==> src/rtl/kyber_pkg.sv <==
// Shared definitions for the polynomial core: mode codes, per-mode schedule constants, sequencer states.
package kyber_pkg;

  typedef enum logic [1:0] {
    MODE_NTT    = 2'd0,
    MODE_INVNTT = 2'd1,
    MODE_MULT   = 2'd2,
    MODE_ADDSUB = 2'd3
  } kyber_mode_e;

  // Issue length matches the address generator schedule; latency matches datapath depth.
  localparam logic [7:0] NTT_ISSUE    = 8'd224;
  localparam logic [7:0] NTT_LAT      = 8'd7;
  localparam logic [7:0] MULT_ISSUE   = 8'd128;
  localparam logic [7:0] MULT_LAT     = 8'd13;
  localparam logic [7:0] ADDSUB_ISSUE = 8'd64;
  localparam logic [7:0] ADDSUB_LAT   = 8'd5;

  typedef enum logic [1:0] {
    ST_IDLE = 2'd0,
    ST_RUN  = 2'd1,
    ST_DONE = 2'd2
  } op_state_e;

endpackage

==> src/rtl/kyber_op_len.sv <==
// Combinational mode -> {issue, lat, last} lookup; shared with the datapath control.
module kyber_op_len
  import kyber_pkg::*;
(
  input  logic [1:0] i_mode,
  output logic [7:0] o_issue,
  output logic [7:0] o_lat,
  output logic [7:0] o_last
);

  always_comb begin
    o_issue = NTT_ISSUE;
    o_lat   = NTT_LAT;
    case (i_mode)
      MODE_NTT,
      MODE_INVNTT: begin
        o_issue = NTT_ISSUE;
        o_lat   = NTT_LAT;
      end
      MODE_MULT: begin
        o_issue = MULT_ISSUE;
        o_lat   = MULT_LAT;
      end
      MODE_ADDSUB: begin
        o_issue = ADDSUB_ISSUE;
        o_lat   = ADDSUB_LAT;
      end
      default: begin
        o_issue = NTT_ISSUE;
        o_lat   = NTT_LAT;
      end
    endcase
    o_last = o_issue + o_lat - 8'd1;
  end

endmodule

==> src/rtl/kyber_op_ctrl.sv <==
// Operation sequencer: accepts one request, then drives mode/clk_counter to the address generator,
// RAM read/write strobes and a one-cycle done pulse.
module kyber_op_ctrl
  import kyber_pkg::*;
(
  input  logic       clk,
  input  logic       rst,
  input  logic       start,
  input  logic [1:0] mode_in,
  input  logic       abort,
  output logic [1:0] mode,
  output logic [7:0] clk_counter,
  output logic [2:0] stage,
  output logic       rd_en,
  output logic       wr_en,
  output logic       busy,
  output logic       done
);

  op_state_e  r_state;
  op_state_e  w_state_nxt;
  logic [1:0] r_mode;
  logic [1:0] w_mode_nxt;
  logic [7:0] r_cnt;
  logic [7:0] w_cnt_nxt;
  logic       r_done;
  logic       w_done_nxt;
  logic [7:0] w_issue;
  logic [7:0] w_lat;
  logic [7:0] w_last;
  logic       w_run;

  kyber_op_len u_op_len (
    .i_mode  (r_mode),
    .o_issue (w_issue),
    .o_lat   (w_lat),
    .o_last  (w_last)
  );

  always_ff @(posedge clk or posedge rst) begin
    if (rst) begin
      r_state <= ST_IDLE;
    end else begin
      r_state <= w_state_nxt;
    end
  end

  // Abort is tested before the LAST compare so it wins on the final cycle; ">=" absorbs any overshoot.
  always_comb begin
    w_state_nxt = r_state;
    w_mode_nxt  = r_mode;
    w_cnt_nxt   = r_cnt;
    w_done_nxt  = 1'b0;
    case (r_state)
      ST_IDLE: begin
        if (start) begin
          w_state_nxt = ST_RUN;
          w_mode_nxt  = mode_in;
          w_cnt_nxt   = 8'd0;
        end
      end
      ST_RUN: begin
        if (abort) begin
          w_state_nxt = ST_IDLE;
          w_cnt_nxt   = 8'd0;
        end else if (r_cnt >= w_last) begin
          w_state_nxt = ST_DONE;
          w_cnt_nxt   = 8'd0;
          w_done_nxt  = 1'b1;
        end else begin
          w_cnt_nxt   = r_cnt + 8'd1;
        end
      end
      ST_DONE: begin
        w_state_nxt = ST_IDLE;
        w_cnt_nxt   = 8'd0;
      end
      default: begin
        w_state_nxt = ST_IDLE;
        w_cnt_nxt   = 8'd0;
      end
    endcase
  end

  always_ff @(posedge clk or posedge rst) begin
    if (rst) begin
      r_mode <= 2'd0;
      r_cnt  <= 8'd0;
      r_done <= 1'b0;
    end else begin
      r_mode <= w_mode_nxt;
      r_cnt  <= w_cnt_nxt;
      r_done <= w_done_nxt;
    end
  end

  assign w_run       = (r_state == ST_RUN);
  assign mode        = r_mode;
  assign clk_counter = r_cnt;
  assign stage       = r_cnt[7:5];
  assign busy        = w_run;
  assign done        = r_done;
  assign rd_en       = w_run && (r_cnt < w_issue);
  assign wr_en       = w_run && (r_cnt >= w_lat) && (r_cnt <= w_last);

endmodule

==> config.mk <==
export PLATFORM = sky130hd
export DESIGN_NAME = kyber_op_ctrl
export DESIGN_NICKNAME = d
export VERILOG_FILES = /design/src/rtl/kyber_pkg.sv /design/src/rtl/kyber_op_len.sv /design/src/rtl/kyber_op_ctrl.sv
export SDC_FILE = /design/constraint.sdc
export NUM_CORES = 1
export LEC_CHECK = 0
export CORE_MARGIN = 5
export CORE_UTILIZATION = 51
export CTS_CLUSTER_DIAMETER = 40
export DETAILED_ROUTE_END_ITERATION = 16
export GPL_TIMING_DRIVEN = 0
export PLACE_DENSITY_LB_ADDON = 0.15
export SLEW_MARGIN = 20
export SYNTH_ARGS = -nofsm -noshare
export SYNTH_HDL_FRONTEND = slang
export SYNTH_SLANG_ARGS = --single-unit
==> constraint.sdc <==
create_clock -name clk -period 5.09 [get_ports clk]
set_input_delay 0.509 -clock clk [delete_from_list [all_inputs] [get_ports clk]]
set_output_delay 0.509 -clock clk [all_outputs]
set_load 0.01 [all_outputs]
==> impl_metrics.ini <==
[status]
status = complete, no violations

[clock_network]
postCtsResizedCells = 0
cts.sinks = 13
ctsHoldBuffers = 0
cts-buffers-inserted = 3
clockBufferDepth = 2
tritoncts = done
h-tree-depth = 1
clk_latency_ns = 0.29
clock-root-buffer = clkbuf_4
clk_pin_slew_worst_paths_ns = 0.09
cts_setup_buffers = 0

[worst_setup_path]
critical_path_class = reg -> out
worstPathArrival_ns = 2.67
critPathMaxStageDelay_ns = 0.53
crit_path_end_kind = output port
start_kind = register
crit_chain = and2_1 -> ha_1 -> a21oi_1 -> o21ai_0 -> o32ai_1 -> o311a_1 -> clkdlybuf4s50_1
reg2reg_depth = 8
cp_data_required_time_ns = 4.58
r2r_setup_slack_ns = 2.96
path_max_fanout = 8
cpMaxStageDelayCell = clkdlybuf4s50_1

[synthesis]
synth_area_sq_um = 922
yosysSeqAreaShare_pct = 35.3
syn_avg_cell_area_sq_um = 10.5
synthFlopType = dfrtp_1
yosys.area_share.simple_pct = 14.9
synth_top_family_by_area = compound AO/OA/AOI/OAI gates
synthAdderAreaFrac_pct = 8.14
synth_cell_type_count = 37
synth-xor-area-share_pct = 4.75
syn_nets = 100
yosys_warnings = 0
synth_compound_area_share_pct = 24.3
ys_async_sr_fraction_pct = 100
ys_ff_latch = 13
synth_cells = 88
muxShareOfSynthArea_pct = 4.88
synth_edf_count = 0

[sta]
grt_setup_unrepaired = false
relSlewSlack_pct = 56.4
setup_tns_ns = 0
worst_slew_pin_slew_ns = 0.654
finalWorstSetupSlack_ns = 1.91
skew_ns = 0.00625
setup_viol = 0
timing.fmax_ghz = 0.314
report.final.hold_viol_count = 0
maxSlewViolCount = 0
finalCritPeriodShare_pct = 62.5
post-route-min-period_ns = 3.18

[placed_design]
gp_congestion = 0.757
portBuffers = 22
place_area_sq_um = 1170
dp_slack_ns = 2.28
dp_hpwl_mm = 1.54

[final_layout]
syn2layout_area_growth_pct = 30.3
finalNetCount = 127
mostFrequentLayoutCell = clkdlybuf4s50_1
drive_above_1_share_pct = 20.2
antenna_cells = 0
finish.instance_area_sq_um = 1200
fin_util_pct = 69.6
final_cell_mix = clkdlybuf4s50_1 (22), dfrtp_1 (13), nand2_1 (7)

[drt]
wl_mm = 2.01
drt_pass1_iterations = 4
num_vias = 764
drc_errors = 0
wire_per_inst_um = 14.5
via_per_inst = 5.50
drt_iter0_markers = 8
ant_nets = 0

[grt]
grt_pass1_wl_mm = 3.44
antenna_found_initial = 0
grt_usage_pct = 17.4
grt_pass1_vias = 738
grt-ovfl-total = 0
grt_max_degree = 14

[floorplan]
dieArea_sq_um = 2760
initial_core_util_pct = 53.4
die_y_um = 52.5
row_count = 15
io_pins = 23
coreArea_sq_um = 1730
die_w_um = 52.5

[power]
vdd_drop_max_v = 0.000160
powerDensity_nw_per_um2 = 235
p_leak_nw = 0.503
p_total_mw = 0.282

[hold_path]
hold_path.class = in -> async

[run]
maxCapViolCount = 0
[critical path, delay by kind of cell (launching register included)]
family / cells / cell delay, ns
buffers and inverters: 1 / 0.53
AOI/OAI and AO/OA: 4 / 0.90
and+or+nand+nor: 1 / 0.18
adders and majority gates: 1 / 0.30
DFF: 1 / 0.47
[final cells by class]
class,instances,area [sq um]
clock buffers,3,22.5
inverters,6,22.5
well taps,25,31.3
multi-input cells,62,526
clock inverters,1,5.00
flip-flops and latches,13,325
repair buffers,22,220
fillers,152,526
plain buffers,7,48.8
[registers in the layout, summed over array words and instances (netlist names)]
| name | flops |
|---|---|
| done | 1 |
| clk_counter | 8 |
| r_state | 2 |
| mode | 2 |
[metrics by stage]
stage	hold WS, ns	instances
2_1_floorplan	0.386	88
3_3_place_gp	0.546	135
3_5_place_dp	0.571	135
4_1_cts	0.566	139
5_1_grt	0.604	139
6_report	0.540	139
[synthesized netlist by cell type, drive strengths merged, types with 2 or more instances]
library cell / instances / area share [%]
nor2: 4 / 1.6
a21oi: 9 / 6.9
mux2: 2 / 2.4
nand2b: 2 / 1.4
nor2b: 2 / 1.6
nand2: 7 / 2.8
xnor2: 5 / 4.7
dfrtp: 13 / 35
buf: 6 / 4.9
o211a: 3 / 3.3
nor3: 3 / 2.2
ha: 6 / 8.1
inv: 6 / 2.4
o31ai: 2 / 1.6
[per-layer routing]
metal	global-route usage (%)	share of wire (%)	vias up
met5	0	0	-
met4	7.66	2.1	0
met3	3.42	5.1	5
met2	28.7	48	20
met1	21.8	45	370
li1	-	-	369
[report_power, final]
part | switching, mW | internal (mW)
logic | 0.0451 | 0.0464
registers | 0.0123 | 0.110
clock network | 0.0384 | 0.0292
total | 0.0958 | 0.186
[kinds of logic (layout without fill, tap and decap cells)]
group,Yosys count,in the layout
simple gates,25,25
compound gates,23,23
flops,13,13
buf+inv,13,39
fa+ha+maj,6,6
xor+xnor,5,5
mux,3,3
[worst paths after layout]
kind	to	startpoint
setup / recovery	wr_en	mode[1]
hold / removal	clk_counter[1]	rst
setup reg to reg	clk_counter[0]	mode[1]
hold reg to reg	mode[0]	mode[0]
max in group asynchronous	mode[0]	rst
min in group clk	mode[0]	mode[0]
Note: power is estimated with default switching activity, not from simulation.
